`src/rtl/uart_rx.sv`:
```
// 8N1 UART receiver: mid-bit sampling from a 2-flop synchronized line,
// one-entry holding register with valid/ready handoff, frame-error and overrun pulses.
module uart_rx #(
    parameter int CLK_FREQ = 100000000,
    parameter int BAUD     = 115200
) (
    input  logic       clk_100mhz,
    input  logic       sys_rst_i,
    input  logic       terminal_rx,
    output logic [7:0] rx_data_o,
    output logic       rx_valid_o,
    input  logic       rx_ready_i,
    output logic       frame_err_o,
    output logic       overrun_o,
    output logic       busy_o
);
    localparam int CLKS_PER_BIT = CLK_FREQ / BAUD;
    localparam int CW = (CLKS_PER_BIT > 2) ? $clog2(CLKS_PER_BIT) : 1;
    localparam logic [CW-1:0] CNT_LAST = CW'(CLKS_PER_BIT - 1);
    localparam logic [CW-1:0] CNT_HALF = CW'(CLKS_PER_BIT / 2 - 1);

    typedef enum logic [1:0] {IDLE, START, DATA, STOP} state_t;

    logic          r_sync1, r_sync2;
    state_t        r_state, w_state_next;
    logic [CW-1:0] r_cnt, w_cnt_next;
    logic [2:0]    r_idx, w_idx_next;
    logic [7:0]    r_shift, w_shift_next;
    logic [7:0]    r_data;
    logic          r_valid, r_ferr, r_ovr;
    logic          w_good, w_bad, w_load;

    always_ff @(posedge clk_100mhz) begin
        if (sys_rst_i) begin
            r_sync1 <= 1'b1;
            r_sync2 <= 1'b1;
            r_state <= IDLE;
            r_cnt   <= '0;
            r_idx   <= '0;
            r_shift <= '0;
        end else begin
            r_sync1 <= terminal_rx;
            r_sync2 <= r_sync1;
            r_state <= w_state_next;
            r_cnt   <= w_cnt_next;
            r_idx   <= w_idx_next;
            r_shift <= w_shift_next;
        end
    end

    always_comb begin
        w_state_next = r_state;
        w_cnt_next   = r_cnt;
        w_idx_next   = r_idx;
        w_shift_next = r_shift;
        w_good       = 1'b0;
        w_bad        = 1'b0;
        case (r_state)
            IDLE: begin
                if (!r_sync2) begin
                    w_state_next = START;
                    w_cnt_next   = '0;
                end
            end
            START: begin
                // A start bit that is high again at its midpoint is treated as a glitch.
                if (r_cnt == CNT_HALF) begin
                    w_cnt_next   = '0;
                    w_idx_next   = '0;
                    w_state_next = r_sync2 ? IDLE : DATA;
                end else begin
                    w_cnt_next = r_cnt + 1'b1;
                end
            end
            DATA: begin
                if (r_cnt == CNT_LAST) begin
                    w_shift_next[r_idx] = r_sync2;
                    w_cnt_next          = '0;
                    w_idx_next          = r_idx + 3'd1;
                    if (r_idx == 3'd7) begin
                        w_state_next = STOP;
                    end
                end else begin
                    w_cnt_next = r_cnt + 1'b1;
                end
            end
            STOP: begin
                if (r_cnt == CNT_LAST) begin
                    w_good       = r_sync2;
                    w_bad        = ~r_sync2;
                    w_cnt_next   = '0;
                    w_state_next = IDLE;
                end else begin
                    w_cnt_next = r_cnt + 1'b1;
                end
            end
            default: w_state_next = IDLE;
        endcase
    end

    // A new byte may replace the held one only in the same cycle it is being accepted.
    assign w_load = w_good & (~r_valid | rx_ready_i);

    always_ff @(posedge clk_100mhz) begin
        if (sys_rst_i) begin
            r_data  <= 8'h00;
            r_valid <= 1'b0;
            r_ferr  <= 1'b0;
            r_ovr   <= 1'b0;
        end else begin
            r_ferr <= w_bad;
            r_ovr  <= w_good & r_valid & ~rx_ready_i;
            if (w_load) begin
                r_data  <= r_shift;
                r_valid <= 1'b1;
            end else if (r_valid && rx_ready_i) begin
                r_valid <= 1'b0;
            end
        end
    end

    assign rx_data_o   = r_data;
    assign rx_valid_o  = r_valid;
    assign frame_err_o = r_ferr;
    assign overrun_o   = r_ovr;
    assign busy_o      = (r_state != IDLE);
endmodule

```
`config.mk`:
```
export PLATFORM = sky130hd
export DESIGN_NAME = uart_rx
export DESIGN_NICKNAME = d
export VERILOG_FILES = /design/src/rtl/uart_rx.sv
export SDC_FILE = /design/constraint.sdc
export NUM_CORES = 1
export LEC_CHECK = 0
export ABC_AREA = 1
export BUFFER_PORTS_ARGS = -buffer_cell sky130_fd_sc_hd__clkbuf_2
export CELL_PAD_IN_SITES_DETAIL_PLACEMENT = 0
export CELL_PAD_IN_SITES_GLOBAL_PLACEMENT = 1
export CORE_MARGIN = 2
export CORE_UTILIZATION = 45
export CTS_BUF_LIST = sky130_fd_sc_hd__clkbuf_16
export CTS_CLUSTER_SIZE = 14
export DETAILED_ROUTE_END_ITERATION = 10
export PLACE_DENSITY_LB_ADDON = 0.1
export RECOVER_POWER = 25
export SKIP_CTS_REPAIR_TIMING = 1
export SLEW_MARGIN = 20
export SYNTH_ARGS = -nofsm -noshare
export SYNTH_HDL_FRONTEND = slang
export SYNTH_SLANG_ARGS = --single-unit
```
`constraint.sdc`:
```
create_clock -name clk_100mhz -period 4.55 [get_ports clk_100mhz]
set_input_delay 0.2275 -clock clk_100mhz [delete_from_list [all_inputs] [get_ports clk_100mhz]]
set_output_delay 0.2275 -clock clk_100mhz [all_outputs]
set_load 0.05 [all_outputs]
```
# After elaboration in Yosys (flattened, before gate mapping)

Cells that the tools add are included.

Flip-flop bits (word level): 36
Bits of input ports: 4
Output and inout port bits: 12
Logic and storage cells: 66

$add $sub $neg: 2
Order comparisons: 2
Eq/ne operators: 11
Muxes and demuxes: 21
Bitwise logic cells: 9
Reductions and logical operators: 11

Operators with widths:

| cell                                                               | number |
|---|---|
| two-way mux 10 bit                                                 | 3 |
| one-hot mux 10 bit (3 select lines)                                | 1 |
| two-way mux 2 bit                                                  | 6 |
| adder 10 x 1 -> 10 bit (second input constant)                     | 1 |
| == test 10 bit (second input constant)                             | 1 |
| == test 10 x 9 -> 1 bit (second input constant)                    | 1 |
| inequality test 2 bit (second input constant)                      | 5 |
| bitwise mux 8 bit                                                  | 1 |
| one-hot mux 2 bit (4 select lines)                                 | 1 |
| two-way mux 3 bit                                                  | 2 |
| one-hot mux 3 bit (2 select lines)                                 | 1 |
| nonzero test 2 bit                                                 | 3 |
| two-way mux 1 bit                                                  | 5 |
| inverter 1 bit                                                     | 5 |
| AND reduction 5 bit                                                | 1 |
| == test 2 bit (second input constant)                              | 2 |
| < comparator 3 x 4 -> 1 bit (second input constant)                | 1 |
| adder 3 x 1 -> 3 bit (second input constant)                       | 1 |
| AND 1 bit                                                          | 3 |
| demux 1 bit (select 3 bit)                                         | 1 |
| == test 3 bit (second input constant)                              | 1 |
| greater-or-equal comparator 3 x 1 -> 1 bit (second input constant) | 1 |
| AND reduction 3 bit                                                | 1 |
| OR reduction 3 bit                                                 | 1 |
| 6 further kinds                                                    | 7 |

# Depth between registers and ports, before layout

Depth after elaboration: 5
Depth in mapped cells: 11
Gate-level depth less buffers: 11

# Worst setup path before layout

No wires, ideal clock.

Kind: register to register
Start point: reg r_cnt[0]
End point: reg r_data[0] (netlist: rx_data_o[0])
Library setup time: 114 ps
Arrival: 1375 ps
Required time: 4436 ps
Slack: 3061 ps
Cell stages (with the launch flop): 9
Path buffers: 0
Period minus slack after synthesis: 1489 ps
Path through: dfxtp_1 ha_1 nand2_2 nor2_4 inv_1 nor2_4 nand4_2 nor2_1 nor2_1

Word-level cells in the longest chain between the ends: 4

RTL lines:

| element                | line | RTL |
|---|---|---|
| start, declared        | 26   | `logic [CW-1:0] r_cnt, w_cnt_next;` |
| start signal, assigned | 45   | `r_cnt <= w_cnt_next;` |
| == test 10 bit         | 88   | `if (r_cnt == CNT_LAST) begin` |
| two-way mux 1 bit      | 88   |  |
| two-way mux 1 bit      | 58   | `case (r_state)` |
| AND 1 bit              | 102  | `assign w_load = w_good & (~r_valid \| rx_ready_i);` |
| end signal, assigned   | 114  | `r_data <= r_shift;` |
| end, declared          | 29   | `logic [7:0] r_data;` |

Every way passes these cells.
A chain may end at the register's enable or synchronous reset.

# Final worst setup path

Start point: reg r_cnt[0]
End point: reg r_data[7] (netlist: rx_data_o[7])

The elaborated chain is that of the path after synthesis.

==> flow_summary.ini <==
[run_status]
status = finished, final reports clean

[place]
place_congestion = 0.806
dp_cells = 337
dp.final_hpwl_um = 2740
io_buffers = 15
preCtsSetupSlack_ps = 2810

[sta]
grt_setup_unrepaired = false
worst_pin_slew_ps = 761
max-slew-margin-rel = 0.493
final.setup.tns_ps = 0
setup_violations = 0
whs_ps = 134
final-hold-violation-count = 0
min_period_over_period = 0.379
drv_slew = 0
finClkSkew_ps = 2.82
fin_crit_ps = 1720
fmax_mhz = 580
setup_ws_ps = 2830

[critical_path]
cp_slowest_stage_delay_ps = 430
path_cells = ha_1, nand2_2, nor2_4, inv_1, nor2_4, nand4_2, nor2_1, nor2_1
slowest_stage = dfxtp_1
crit_cells = 8
endpoint = rx_data_o[7]$_SDFFE_PP0P_
crit_required_ps = 4720
reg2reg_depth = 8
crit_path_start = r_cnt[0]$_SDFFE_PP0P_
r2r_end = rx_data_o[7]$_SDFFE_PP0P_
path_buf_inv = 1
cp-end-kind = flop
cp-start-kind = flop
crit_family = simple AND/OR/NAND/NOR gates
r2r-start = r_cnt[0]$_SDFFE_PP0P_
crit_fanout = 8
crit_type = reg -> reg
r2r_slack_ps = 2830
cp.arrival_ps = 1890

[worst_hold_path]
hold_class = in -> reg
hold_depth = 2

[floorplan]
core-area_um2 = 4000
start_util = 0.469
fp.dieW_um = 68.6
ioPinCount = 16
die_area_um2 = 4700
rows = 23
die_h_um = 68.6

[cts]
cts-buffers-inserted = 5
cts_tree = done
cts_sinks = 36
cts_buffer_depth = 2
clock_latency_ps = 270
htree_levels = 2
clock-root-buffer = clkbuf_16
cts.clk_slew.worst_paths_ps = 50

[drt]
first_pass_iters = 4
viasPerCell = 4.80
vias = 1657
drc_errors = 0
drtIter0Drc = 100
ant_nets = 0
wl_per_cell_um = 11.1
totalWireLength_um = 3830

[yosys]
yosysTopAreaCellShare = 0.384
yosys_register_bits = 36
syn-cell-area_um2 = 1880
syn_nets = 285
yosys_warnings = 0
synth_area_per_cell_um2 = 6.77
synthDistinctLibCells = 26
synth_area_leaders = dfxtp_1 (38%), nand2_1 (13%), inv_1 (8.6%)
synth_cells = 277
yosysTopAreaCell = dfxtp_1
seq_area_frac_synth = 0.384

[global_route]
grt_pass1_vias = 1450
overflow = 0
grtUsageTotal = 0.190
grt_max_degree = 23
grt_pass1_wl_um = 6670
antenna_found_initial = 0

[job]
drv_cap = 0

[pwr]
p_leak_nw = 1.01
total_power_mw = 0.754
peakVddDrop_v = 0.000185
cellPowerDensity_nw_per_um2 = 352

[final_layout]
diodes = 0
drive_gt1_frac = 0.105
fin_nets = 302
fin_cells = 345
synthToLayoutAreaGrowth_pct = 14.1
-- kinds of logic (layout without fill, tap and decap cells) --
family | after synthesis | after routing | share of synthesized area
AO/OA/AOI/OAI | 31 | 31 | 0.0847
buffers and inverters | 49 | 67 | 0.102
flip-flops | 36 | 36 | 0.384
XOR/XNOR | 1 | 1 | 0.00467
adder cells (fa/ha/maj) | 4 | 4 | 0.0267
AND/OR/NAND/NOR | 156 | 156 | 0.398
-- through the flow --
stage | util | instance area, um^2
finish | 0.535 | 2140
global route | 0.535 | 2140
CTS | 0.539 | 2150
detailed placement | 0.497 | 1990
global placement | 0.497 | 1990
floorplan | - | 1880
-- layout by cell type (no fill, tap or decap), drive strengths merged --
master	instances
nand4	9
dfxtp	36
bufinv	1
or3	1
nand2	72
a21oi	16
xnor2	1
o21ai	15
clkbuf	20
or2	2
clkinvlp	1
nor3	4
ha	4
nand3	21
clkinv	1
inv	44
nor2	47
-- where the power goes --
group / leakage, nW / internal (mW) / switching, mW
clock network: 0.0798 / 0.257 / 0.124
logic: 0.643 / 0.0122 / 0.0359
registers: 0.291 / 0.320 / 0.00584
-- area by class of cell --
type | instances | area [um^2]
clock buffer | 5 | 125
clock inverter | 3 | 42.5
fill | 405 | 1860
inverter | 44 | 165
multi-input combinational | 192 | 963
sequential | 36 | 721
tap | 50 | 62.6
timing repair buffer | 15 | 61.3
-- sequential cells by signal, indices dropped and copies added, names as in the netlist, named ones only --
signal	flops
r_sync1	1
rx_valid_o	1
r_idx	3
r_cnt	10
r_state	1
rx_data_o	8
frame_err_o	1
overrun_o	1
r_shift	8
r_sync2	1
-- cells in the mapped netlist (all sizes together) --
| master | number |
|---|---|
| buf | 1 |
| nor2 | 47 |
| nand3 | 21 |
| nand2 | 72 |
| ha | 4 |
| nor3 | 4 |
| clkbuf | 4 |
| o21ai | 15 |
| inv | 44 |
| a21oi | 16 |
| xnor2 | 1 |
| or3 | 1 |
| nand4 | 9 |
| dfxtp | 36 |
| or2 | 2 |
-- how the worst min path moves through the flow --
stage / startpoint / end / slack, ps
after floorplan: terminal_rx / r_sync1$_SDFF_PP1_ / 330
after global placement: r_sync1$_SDFF_PP1_ / r_sync2$_SDFF_PP1_ / 390
after detailed placement: r_sync1$_SDFF_PP1_ / r_sync2$_SDFF_PP1_ / 400
after CTS: terminal_rx / r_sync1$_SDFF_PP1_ / 130
after global routing: terminal_rx / r_sync1$_SDFF_PP1_ / 130
final: terminal_rx / r_sync1$_SDFF_PP1_ / 130
-- per-layer routing --
metal,up-vias,track usage,part of all wire,routed length (um)
li1,903,-,-,-
met1,717,0.286,0.54,2070
met2,35,0.269,0.41,1560
met3,2,0.0487,0.047,180
met4,0,0.0450,0.0050,19
met5,-,0,0,0
Note: power is estimated with default switching activity, not from simulation.
